## config.mk

```make
export PLATFORM = sky130hd
export DESIGN_NAME = alu_op_sequencer
export DESIGN_NICKNAME = d
export VERILOG_FILES = /design/src/rtl/alu_op_sequencer.sv
export SDC_FILE = /design/constraint.sdc
export NUM_CORES = 1
export LEC_CHECK = 0
export BUFFER_PORTS_ARGS = -buffer_cell sky130_fd_sc_hd__buf_2
export CAP_MARGIN = 20
export CORE_MARGIN = 5
export CORE_UTILIZATION = 50
export DETAILED_ROUTE_END_ITERATION = 10
export GPL_TIMING_DRIVEN = 0
export PLACE_DENSITY = 0.81
export SYNTH_ARGS = -nofsm -noshare
export SYNTH_HDL_FRONTEND = slang
export SYNTH_SLANG_ARGS = --single-unit
```

## constraint.sdc

```tcl
create_clock -name clk -period 2.2 [get_ports clk]
set_input_delay 0 -clock clk [delete_from_list [all_inputs] [get_ports clk]]
set_output_delay 0 -clock clk [all_outputs]
set_load 0.005 [all_outputs]
```

## src/rtl/alu_op_sequencer.sv

```systemverilog
// Issue/capture front end for a combinational ALU: registers operands and
// selects on accept, captures the ALU result one cycle later into a small
// result FIFO, and supports chaining the previous result's low byte into X.
module alu_op_sequencer #(
    parameter int DEPTH = 4
) (
    input  logic        clk,
    input  logic        rst,
    input  logic        in_valid,
    output logic        in_ready,
    input  logic [7:0]  in_x,
    input  logic [7:0]  in_y,
    input  logic [1:0]  in_m,
    input  logic [1:0]  in_s,
    input  logic        in_chain,
    output logic [7:0]  alu_x,
    output logic [7:0]  alu_y,
    output logic [1:0]  alu_m,
    output logic [1:0]  alu_s,
    input  logic [15:0] alu_z,
    output logic        out_valid,
    input  logic        out_ready,
    output logic [15:0] out_z,
    output logic [3:0]  out_op
);

    localparam int AW = $clog2(DEPTH);

    logic [AW:0]   count;
    logic [AW-1:0] wr_ptr;
    logic [AW-1:0] rd_ptr;
    logic          exec_valid;
    logic [7:0]    acc;
    logic [19:0]   mem [DEPTH];

    logic          accept;
    logic          push;
    logic          pop;
    logic [7:0]    x_eff;
    logic [AW+1:0] occupancy;

    // Occupancy counts the in-flight op too, so a capture can never find the FIFO full.
    always_comb begin
        occupancy = {1'b0, count} + {{(AW+1){1'b0}}, exec_valid};
        in_ready  = occupancy < (AW+2)'(DEPTH);
        out_valid = (count != '0);
        accept    = in_valid && in_ready;
        push      = exec_valid;
        pop       = out_valid && out_ready;
    end

    // Chained X: forward from the op currently at the ALU, else the last captured low byte.
    always_comb begin
        x_eff = in_x;
        if (in_chain) begin
            x_eff = exec_valid ? alu_z[7:0] : acc;
        end
    end

    // Head entry is masked to zero while empty so stale contents never leak out.
    always_comb begin
        out_z  = 16'h0000;
        out_op = 4'h0;
        if (out_valid) begin
            out_z  = mem[rd_ptr][15:0];
            out_op = mem[rd_ptr][19:16];
        end
    end

    // Issue stage: load ALU operand/select registers on accept.
    always_ff @(posedge clk) begin
        if (rst) begin
            alu_x      <= 8'h00;
            alu_y      <= 8'h00;
            alu_m      <= 2'b00;
            alu_s      <= 2'b00;
            exec_valid <= 1'b0;
        end else begin
            exec_valid <= accept;
            if (accept) begin
                alu_x <= x_eff;
                alu_y <= in_y;
                alu_m <= in_m;
                alu_s <= in_s;
            end
        end
    end

    // Capture stage and FIFO bookkeeping.
    always_ff @(posedge clk) begin
        if (rst) begin
            count  <= '0;
            wr_ptr <= '0;
            rd_ptr <= '0;
            acc    <= 8'h00;
        end else begin
            if (push) begin
                wr_ptr <= wr_ptr + 1'b1;
                acc    <= alu_z[7:0];
            end
            if (pop) begin
                rd_ptr <= rd_ptr + 1'b1;
            end
            if (push && !pop) begin
                count <= count + 1'b1;
            end else if (pop && !push) begin
                count <= count - 1'b1;
            end
        end
    end

    // FIFO storage is deliberately left uncleared by reset.
    always_ff @(posedge clk) begin
        if (push && !rst) begin
            mem[wr_ptr] <= {alu_s, alu_m, alu_z};
        end
    end

endmodule

```

[Word-level counts from Yosys, hierarchy flattened]
Memory sizes are Yosys's and may differ from the RTL's. A register that Yosys moved wholly into a read port is not among the register bits.
Index checks and enable logic that the tools add are counted.
Cells by class
  muxes and demuxes: 10
  $add $sub $neg: 5
  reduce and logical (&&, ||, !) cells: 10
  order comparisons: 1
Operator list (count)
  16-bit two-way mux: 1
  8-bit two-way mux: 2
  3-bit two-way mux: 2
  1-bit logical AND: 5
  2-bit by 1-bit adder with 2-bit output, second input constant: 2
  3-bit by 1-bit adder with 4-bit output: 1
  4-bit by 3-bit less-than comparator with 1-bit output, second input constant: 1
  2-bit two-way mux: 2
  4-bit two-way mux: 1
  3-bit by 1-bit adder with 3-bit output, second input constant: 1
  1-bit zero test: 3
  3-bit nonzero test: 1
  3-bit by 1-bit subtractor with 3-bit output, second input constant: 1
  1-bit two-way mux: 2
  2-bit nonzero test: 1
Storage, ports and cells
  bits in registers: 36
  word-level logic and storage cells: 36
  memories kept: 1
  output and inout bits: 42
  input bits: 41
  bits in writable memories: 80
Memories
  mem: words 4, bits a word 20, rd ports 1, clocked after memory_dff 1, write ports 1, line 34  | logic [19:0] mem [DEPTH];

[Longest topological paths before layout]
Gate-level depths: netlist of the first run.
  depth in word-level cells: 5
  mapped depth: 7
  mapped depth without buffers: 7

[Least setup slack after synthesis of the first run]
No wires, ideal clock.
  path kind: reg2reg
  start point: reg count[0]
  end point: reg count[2]
  slack: 221 ps
  setup time: 70 ps
  data arrival time: 1909 ps
  cell stages (with the launch flop): 8
  required time: 2130 ps
  buffers on the path: 0
  clock period less this slack: 1979 ps
  cells stage by stage: dfxtp_1 o31ai_1 ha_1 inv_1 fa_1 xor2_1 or3_1 a21oi_1
On the way
  longest elaborated chain between the ends: 5
  elaborated cells between the ends (all ways): 10
  classes of those cells: add/sub: 2; mux: 2; reduce/logical: 6
RTL lines
  start: declaration: line 29  | logic [AW:0] count;
  start signal: assignment: line 105  | count <= count + 1'b1;
  start signal: assignment: line 107  | count <= count - 1'b1;
  branches (longest 5 deep; another with 3-bit by 1-bit subtractor with 3-bit output)
Parallel ways; which one is timed is not known. The select of a mux whose other input is x is not followed.
A chain may end at the register's enable or synchronous reset.

[Final worst setup path of the first run]
Same ends and word-level chain as after synthesis.

==> results of run 1 <==
## stage by stage
step / worst slack [ns] / TNS (ns) / total power, W / util (%)
3_3_place_gp: 0.0002870 / 0 / 0.004214 / 56.76
5_1_grt: 0.01129 / 0 / 0.007276 / 68.50
3_5_place_dp: -0.03807 / -1.582 / 0.004259 / 56.76
6_report: 0.1455 / 0 / 0.006933 / 68.53
2_1_floorplan: 0.2214 / 0 / 0.003652 / -
4_1_cts: 0.03153 / 0 / 0.006934 / 68.34
## cell type report
type                            count  area [um2]
Sequential cell                   118        3164
Fill cell                         591        2880
Clock buffer                       19       421.7
Timing Repair Buffer              130       895.9
Clock inverter                     13       137.6
Antenna cell                        1       2.502
Multi-Input combinational cell    169        1388
Inverter                            5       18.77
Buffer                             20       105.1
Tap cell                          111       138.9
## Yosys cell counts
library cell / n / area share, %
edfxtp_1: 80 / 52
dfxtp_1: 38 / 16
nor2b_1: 30 / 4.0
nor2_1: 24 / 1.9
mux4_2: 20 / 9.7
o21ai_0: 20 / 2.2
a21oi_1: 13 / 1.4
nand3_1: 13 / 1.4
mux2i_1: 10 / 2.2
clkbuf_1: 9 / 0.73
o21ai_1: 9 / 0.97
a21o_1: 8 / 1.3
buf_2: 6 / 0.65
ha_1: 5 / 1.3
inv_1: 5 / 0.40
and2_1: 4 / 0.54
xor2_1: 4 / 0.75
buf_4: 3 / 0.48
or3_1: 2 / 0.27
and3_4: 1 / 0.24
buf_6: 1 / 0.24
clkbuf_2: 1 / 0.11
fa_1: 1 / 0.43
nand2b_1: 1 / 0.13
nor3_1: 1 / 0.11
o311ai_0: 1 / 0.19
o31ai_1: 1 / 0.16
xnor2_1: 1 / 0.19
## sequential cells by signal, indices dropped and copies added, names as in the netlist, named ones only
| register | flops |
|---|---|
| mem | 80 |
| acc | 8 |
| alu_x | 8 |
| alu_y | 8 |
| count | 3 |
| alu_m | 2 |
| alu_s | 2 |
| rd_ptr | 2 |
| wr_ptr | 2 |
| exec_valid | 1 |
## worst reg2reg max path, cell delays in order, from the launching register on
cell	delay (ns)
dfxtp_1	0.40
o31ai_4	0.29
ha_2	0.24
inv_1	0.05
fa_1	0.37
xor2_1	0.16
or3_1	0.31
a21oi_1	0.15
## power groups by stage
stage	sequential [W]	clock [W]	combinational, W
3_3_place_gp	0.00268	0	0.00154
2_1_floorplan	0.00266	0	0.000988
4_1_cts	0.00265	0.00262	0.00167
5_1_grt	0.00269	0.00274	0.00185
6_report	0.00266	0.00260	0.00167
3_5_place_dp	0.00269	0	0.00157
## metal layers
layer  wire length [um]  track usage (%)  part of all wire (%)
met1               4267            23.49                    41
met2               5425            34.39                    52
met3                577            5.525                   5.5
met4                145            6.484                   1.4
met5                  0                0                     0
## cell families after synthesis
kind of cell,Yosys count,share of synthesized area (%)
AOI/OAI and AO/OA,52,6.161
xor gates and xnor gates,5,0.9416
adders and majority gates,6,1.776
buffers and inverters,25,2.609
DFF,118,68.01
muxes,30,11.84
and+or+nand+nor,76,8.663
## path summary, 6_finish.rpt
path | endpoint | slack, ns | depth (start not counted)
setup / recovery | count[2] | 0.15 | 7
hold reg to reg | alu_y[7] | 0.48 | 2
setup reg to reg | count[2] | 0.15 | 7
hold / removal | exec_valid | 0.04 | 5
## what timing repair did
action                                 4_1_cts  5_1_grt
resized for setup                            5        7
endpoints found under the hold margin       97        0
hold buffers                                49        0
setup endpoints to repair                   62       20
==> impl_metrics.py, run 1 <==
metrics = {
    "pwr": {
        "seqPwrFrac_pct": 38.4,
        "clockPowerShare_pct": 37.4,
        "p_comb_share_pct": 24.1,
        "peakVddDrop_mv": 0.5981,
        "intPower_w": 0.005071,
        "p_per_area_nw_per_um2": 1105,
        "p_switching_w": 0.001861,
        "p_leak_nw": 2.440,
        "swShare_pct": 26.85,
    },
    "sta": {
        "worst_pin_slew_ns": 0.6604,
        "finalMaxSlewViolations": 0,
        "rsz0062_at_grt": "false",
        "holdWs_ns": 0.04205,
        "finalCritPeriodShare_pct": 93.39,
        "hold_viol_final": 0,
        "fin_worst_skew_ns": 0.006222,
        "layout_min_cycle_time_ns": 2.055,
        "fmax_mhz": 486.7,
        "setup_violations": 0,
        "slew_headroom_pct": 55.98,
    },
    "layout": {
        "final_common_cell": "buf_2",
        "final_cell_mix": "buf_2 (87), edfxtp_1 (80), dlygate4sd3_1 (49), dfxtp_1 (37), nor2b_1 (30)",
        "design_area_um2": 6272,
        "layout-drive-gt1-share_pct": 31.01,
        "finalNetCount": 508,
        "final_cells": 586,
        "area_growth_pct": 34.87,
    },
    "floorplan": {
        "dieHeight_um": 106.4,
        "dieArea_um2": 11330,
        "die_w_um": 106.4,
        "coreArea_um2": 9153,
        "start_util_pct": 50.81,
        "rows": 35,
        "io-pin-count": 83,
    },
    "global_routing": {
        "grt_pass1_wl_mm": 17.04,
        "grt_max_degree": 21,
        "antenna_found_initial": 0,
        "overflow": 0,
        "globalRouteTotalUtil_pct": 19.67,
        "first_global_vias": 3380,
    },
    "synthesis": {
        "synthDistinctLibCells": 28,
        "syn_avg_cell_area_um2": 14.91,
        "syn_area_um2": 4651,
        "synth_warnings": 0,
        "syn_nets": 359,
        "yosysSeqAreaShare_pct": 68.01,
        "syn-instance-count": 312,
        "ys_ff_latch": 118,
    },
    "worst_setup_path": {
        "r2r_start": "count[0]",
        "cp_top_family": "adder cells",
        "cp-startpoint": "count[0]",
        "crit_required_ns": 2.62,
        "path_cells": "o31ai_4 > ha_2 > inv_1 > fa_1 > xor2_1 > or3_1 > a21oi_1",
        "slowest_delay_ns": 0.40,
        "crit_type": "register to register",
        "worst-path-buf-inv": 1,
        "startpoint_type": "register",
        "cpMaxStageDelayCell": "dfxtp_1",
        "cp.arrival_ns": 2.48,
        "endpoint_kind": "register",
        "worstPathMaxFanout": 7,
    },
    "cts": {
        "cts_tree": "built",
        "clock_latency_ns": 0.50,
        "clk_pin_slew_ns": 0.06,
        "cts-root-buf": "clkbuf_8",
        "clockBufferDepth": 2,
        "cts_buffers": 17,
        "clock_sinks": 118,
        "htree_levels": 4,
        "post_cts_buffers": 0,
    },
    "placed_design": {
        "place_congestion": 0.8412,
        "dp_hpwl_mm": 6.312,
        "dp.cells": 504,
        "postPlaceCellArea_um2": 5195,
        "port_buffers": 81,
    },
    "route": {
        "drt_first_pass_iters": 4,
        "wl_per_cell_um": 17.77,
        "drtAntennaViolNets": 0,
        "viasPerCell": 5.285,
        "drt_iter0_markers": 138,
        "vias": 3097,
        "drt_wl_total_mm": 10.42,
        "drc": 0,
    },
    "job": {
        "maxCapViolations": 0,
    },
    "status": {
        "status": "finished clean",
    },
    "hold_path": {
        "hold_path_class": "input pin to register",
        "hold_start": "in_valid",
    },
}
Power figures use the tool's default switching activity.
==> inputs of run 2 (changes only) <==
- ABC_AREA: default -> 1
- PLACE_DENSITY: 0.81 -> 0.8
==> run 2 against run 1 <==
Via count is 31% higher. Sequential power hardly changed. Die area is 5.9% higher. Clock power is 5% lower. Synthesized area is 6.5% higher.
==> impl_metrics.py, run 2 <==
metrics = {
    "status": {
        "status": "finished clean",
    },
    "layout": {
        "final_cells": 813,
        "finalNetCount": 715,
        "final_cell_mix": "nor2_1 (133), nand2_1 (91), buf_2 (87), edfxtp_1 (80), inv_1 (52)",
        "layout-drive-gt1-share_pct": 20.74,
        "postLayoutCoreUtil_pct": 68.17,
        "top_register": "mem",
        "area_growth_pct": 33.93,
        "largest_reg_flops": 80,
        "final_common_cell": "nor2_1",
        "design_area_um2": 6633,
        "antenna_cells": 0,
    },
    "floorplan": {
        "dieArea_um2": 11990,
        "start_util_pct": 50.90,
        "dieHeight_um": 109.5,
        "rows": 36,
        "die_w_um": 109.5,
        "io-pin-count": 83,
        "coreArea_um2": 9729,
    },
    "pwr": {
        "p_per_area_nw_per_um2": 1082,
        "swShare_pct": 30.75,
        "p_switching_w": 0.002208,
        "intPower_w": 0.004971,
        "peakVddDrop_mv": 0.5973,
        "clockPowerShare_pct": 34.4,
        "p_comb_share_pct": 28.2,
        "p_leak_nw": 2.876,
        "seqPwrFrac_pct": 37.4,
    },
    "cts": {
        "clk_pin_slew_ns": 0.06,
        "clock_latency_ns": 0.51,
        "clock_sinks": 118,
        "post_cts_buffers": 0,
        "htree_levels": 4,
        "clockBufferDepth": 2,
        "cts_buffers": 17,
        "cts_tree": "built",
        "cts_resized": 0,
        "cts-root-buf": "clkbuf_8",
        "ctsHoldBuffers": 48,
    },
    "worst_setup_path": {
        "reg2reg_depth": 12,
        "crit_type": "register to register",
        "worstSetupEndpoint": "count[2]",
        "rrSetupSlack_ns": 0.30,
        "r2r-end": "count[2]",
        "cp.arrival_ns": 2.31,
        "worstPathMaxFanout": 5,
        "endpoint_kind": "register",
        "r2r_start": "count[0]",
        "crit_required_ns": 2.61,
        "startpoint_type": "register",
        "cp-startpoint": "count[0]",
    },
    "sta": {
        "fin_worst_skew_ns": 0.007348,
        "slew_headroom_pct": 60.93,
        "layout_min_cycle_time_ns": 1.899,
        "hold_viol_final": 0,
        "rsz0062_at_grt": "false",
        "finalMaxSlewViolations": 0,
        "worst_pin_slew_ns": 0.5860,
        "fin_ws_ns": 0.3007,
        "finalCritPeriodShare_pct": 86.33,
        "fmax_mhz": 526.5,
        "setup_violations": 0,
    },
    "synthesis": {
        "synth_warnings": 0,
        "syn_nets": 563,
        "synth_edf_count": 80,
        "synth_flop_cell": "edfxtp_1",
        "yosysMostFrequentCell": "nor2_1",
        "syn_area_um2": 4952,
        "synth_top_area_cell": "edfxtp_1",
        "synthTopCellsByArea": "edfxtp_1 (49%), dfxtp_1 (15%), nor2_1 (10%)",
        "yosysSeqAreaShare_pct": 63.87,
        "syn_avg_cell_area_um2": 9.597,
        "synthTopCellsByCount": "nor2_1 (137), nand2_1 (91), edfxtp_1 (80)",
        "ys_ff_latch": 118,
        "syn-instance-count": 516,
        "synth_top_area_share_pct": 48.51,
        "async_flop_share_pct": 0,
        "synthDistinctLibCells": 24,
    },
    "global_routing": {
        "overflow": 0,
        "globalRouteTotalUtil_pct": 22.19,
        "grt_max_degree": 17,
        "antenna_found_initial": 0,
        "grt_pass1_wl_mm": 20.15,
        "first_global_vias": 4248,
    },
    "route": {
        "wl_per_cell_um": 15.44,
        "drt_iter0_markers": 231,
        "viasPerCell": 4.982,
        "drtAntennaViolNets": 0,
        "drt_wl_total_mm": 12.55,
        "vias": 4050,
        "drc": 0,
        "drt_first_pass_iters": 8,
    },
    "placed_design": {
        "postPlaceCellArea_um2": 5619,
        "dp.cells": 734,
        "dp_slack_ns": 0.3564,
        "dp_hpwl_mm": 7.499,
        "place_congestion": 0.8009,
        "port_buffers": 81,
    },
    "hold_path": {
        "hold_path_class": "input pin to register",
    },
    "job": {
        "maxCapViolations": 0,
    },
}
-- run 2: cell families after synthesis --
family          Yosys count  synth area share [%]
xor+xnor                  1                0.1769
fa+ha+maj                 6                 1.668
simple gates            242                 19.13
flops                   118                 63.87
buf+inv                  79                 8.060
compound gates           70                 7.099
-- run 2: final cells by class --
type / instances / area, um2
plain buffers: 25 / 196.4
clock buffers: 18 / 417.9
clock inverters: 13 / 115.1
fillers: 677 / 3097
inverters: 54 / 202.7
multi-input cells: 319 / 1400
flip-flops and latches: 118 / 3163
well taps: 133 / 166.4
repair buffers: 133 / 970.9
-- run 2: per-layer routing --
| metal | vias up | GRT usage [%] | part of all wire [%] |
|---|---|---|---|
| met5 | - | 0 | 0 |
| met4 | 0 | 8.549 | 1.8 |
| li1 | 1967 | - | - |
| met2 | 168 | 39.06 | 52 |
| met1 | 1895 | 26.05 | 40 |
| met3 | 20 | 5.520 | 6.3 |
-- run 2: how the worst min path moves through the flow --
stage | cells after the start | endpoint | start | slack, ns
5_1_grt | 2 | mem[0][12] | alu_z[12] | 0.24
4_1_cts | 2 | mem[0][8] | alu_z[8] | 0.24
2_1_floorplan | 1 | register | rst | 0.07
3_3_place_gp | 1 | mem[1][12] | alu_z[12] | 0.21
3_5_place_dp | 1 | mem[1][12] | alu_z[12] | 0.22
6_report | 4 | alu_y[7] | in_y[7] | 0.25
-- run 2: power groups by stage --
stage	combinational (W)	sequential, W	clock [W]
finish	0.00203	0.00268	0.00247
global route	0.00226	0.00270	0.00260
CTS	0.00201	0.00268	0.00249
detailed placement	0.00189	0.00272	0
global placement	0.00181	0.00271	0
floorplan	0.00117	0.00270	0
-- run 2: stage by stage --
stage | hold WS (ns) | setup TNS [ns] | total power (W)
floorplan | 0.06907 | 0 | 0.003872
global placement | 0.2106 | -29.65 | 0.004515
detailed placement | 0.2154 | 0 | 0.004612
CTS | 0.2380 | 0 | 0.007176
global route | 0.2434 | 0 | 0.007553
finish | 0.2499 | 0 | 0.007179
-- run 2: critical path: stages, from the launching register on --
cell	delay (ns)
dfxtp_1	0.37
nor2_1	0.14
nand2_2	0.11
nand2_1	0.13
ha_1	0.19
inv_1	0.08
fa_1	0.39
inv_1	0.06
nand2_1	0.05
nand3b_1	0.11
nand2_1	0.06
nand2_1	0.06
nor2_1	0.04
==> inputs of run 3 (changes only) <==
- ABC_AREA: 1 -> default
- PLACE_DENSITY: 0.8 -> 0.84
- SETUP_SLACK_MARGIN: default -> 0.1
==> run 3 against run 2 <==
Critical path depth fell by 5. First-iteration DRC count fell by 30%. Sequential power barely moved. Sequential share of layout area rose by 2.7 points. Count of clock-buffer cells in the layout did not move. Total power fell by 3.9%. Largest cell class unchanged.
==> impl_metrics.py, run 3 (synthesized netlist as in run 1, its figures left out) <==
metrics = {
    "status": {
        "status": "finished clean",
    },
    "pwr": {
        "p_per_area_nw_per_um2": 1098,
        "peakVddDrop_mv": 0.7178,
        "total_power_w": 0.006901,
        "p_leak_nw": 2.442,
    },
    "worst_setup_path": {
        "worstPathMaxFanout": 7,
        "path_cells": "o31ai_4 > ha_2 > inv_1 > fa_1 > xor2_1 > or3_1 > a21oi_1",
        "endpoint_kind": "register",
        "r2r-end": "count[2]",
        "reg2reg_depth": 7,
        "rrSetupSlack_ns": 0.20,
        "crit_type": "register to register",
        "r2r_start": "count[1]",
        "worstSetupEndpoint": "count[2]",
        "startpoint_type": "register",
        "slowest_delay_ns": 0.37,
        "cp-startpoint": "count[1]",
        "crit_required_ns": 2.64,
        "cp.arrival_ns": 2.44,
        "cpMaxStageDelayCell": "dfxtp_2",
    },
    "global_routing": {
        "grt_pass1_wl_mm": 17.03,
        "grt_max_degree": 21,
        "globalRouteTotalUtil_pct": 19.64,
        "first_global_vias": 3428,
        "antenna_found_initial": 0,
        "overflow": 0,
    },
    "placed_design": {
        "place_congestion": 0.8192,
        "dp.cells": 504,
        "dp_hpwl_mm": 6.081,
        "port_buffers": 81,
    },
    "sta": {
        "rsz0062_at_grt": "false",
        "finalSetupTns_ns": 0,
        "setup_violations": 0,
        "fin_worst_skew_ns": 0.006520,
        "fmax_mhz": 499.5,
        "finalCritPeriodShare_pct": 91.00,
        "finalMaxSlewViolations": 0,
        "layout_min_cycle_time_ns": 2.002,
        "holdWs_ns": 0.04619,
        "slew_headroom_pct": 63.41,
        "worst_pin_slew_ns": 0.5489,
        "hold_viol_final": 0,
    },
    "route": {
        "wl_per_cell_um": 17.55,
        "drtAntennaViolNets": 0,
        "viasPerCell": 5.356,
        "drc": 0,
        "drt_wl_total_mm": 10.30,
        "vias": 3144,
        "drt_first_pass_iters": 4,
        "drt_iter0_markers": 162,
    },
    "cts": {
        "clock_sinks": 118,
        "clock_latency_ns": 0.51,
        "cts-root-buf": "clkbuf_8",
        "cts_buffers": 17,
        "clk_pin_slew_ns": 0.06,
        "cts_tree": "built",
        "clockBufferDepth": 2,
        "htree_levels": 4,
    },
    "layout": {
        "antenna_cells": 0,
        "postLayoutCoreUtil_pct": 68.68,
        "multi_input_area_um2": 1388,
        "final_common_cell": "buf_2",
        "largest_reg_flops": 80,
        "final_cells": 587,
        "area_growth_pct": 35.16,
        "finalNetCount": 510,
        "fillers": 597,
        "seq_area_um2": 3167,
        "final_cell_mix": "buf_2 (87), edfxtp_1 (80), dlygate4sd3_1 (50), dfxtp_1 (35), nor2b_1 (30)",
        "top_register": "mem",
        "layout-drive-gt1-share_pct": 32.77,
    },
    "floorplan": {
        "coreArea_um2": 9153,
        "start_util_pct": 50.81,
        "rows": 35,
        "dieArea_um2": 11330,
        "io-pin-count": 83,
        "die_w_um": 106.4,
        "dieHeight_um": 106.4,
    },
    "hold_path": {
        "hold_path_class": "input pin to register",
    },
    "job": {
        "maxCapViolations": 0,
    },
}
-- run 3: cell count changes in the layout (fill, tap and decap cells not counted), sizes merged, moves of 8 or more --
cell / delta
nor2: -113
nand2: -92
inv: -49
nor2b: +30
mux4: +20
o21ai: -14
a21oi: -13
mux2i: +10
a21o: +8
buf: -8
-- run 3: power breakdown --
group	internal, W	switching [W]
clock network	0.00159	0.000952
logic	0.000858	0.000823
registers	0.00253	0.000140
total	0.00499	0.00192
-- run 3: per-stage QoR --
| stage | instance area [um2] | setup slack (ns) |
|---|---|---|
| floorplan | 4651 | 0.2214 |
| global placement | 5195 | 0.02345 |
| detailed placement | 5195 | -0.03739 |
| CTS | 6264 | 0.1187 |
| global route | 6286 | 0.1159 |
| finish | 6286 | 0.1980 |
-- run 3: worst min path at each step --
| stage | cells past startpoint | slack (ns) | endpoint | from |
|---|---|---|---|---|
| after detailed placement | 1 | 0.22 | mem[2][13] | alu_z[13] |
| final | 5 | 0.05 | exec_valid | in_valid |
| after CTS | 5 | 0.02 | exec_valid | in_valid |
| after global placement | 1 | 0.21 | mem[0][12] | alu_z[12] |
| after floorplan | 0 | 0.1 | mem[0][0] | alu_z[0] |
| after global routing | 5 | 0.1 | exec_valid | in_valid |
-- run 3: what timing repair did --
action / CTS / global route
gates resized for setup: 8 / 5
hold buffers: 50 / 0
endpoints found under the setup margin: 89 / 1
pin swaps: 0 / 1
setup buffers: 0 / 1
hold endpoints to repair: 97 / 0
-- run 3: final cells by class --
cell class	instances	area share (%)
buffer	20	1.692
clock buffer	18	6.648
clock inverter	14	2.170
inverter	5	0.2986
multi-input combinational	169	22.07
sequential	118	50.38
tap	111	2.209
timing repair buffer	132	14.53
-- run 3: worst max-delay path, delay by kind of cell (launching register included) --
family / cells / cell delay, ns
AOI/OAI and AO/OA: 2 / 0.41
adders and majority gates: 2 / 0.61
DFF: 1 / 0.37
and+or+nand+nor: 1 / 0.31
xor gates and xnor gates: 1 / 0.17
buffers and inverters: 1 / 0.06
-- run 3: routing by layer --
layer	wire length, um	part of all wire [%]	global-route usage (%)
met5	0	0	0
met4	117	1.1	5.936
met3	696	6.8	5.282
met2	5411	53	34.16
met1	4079	40	24.01
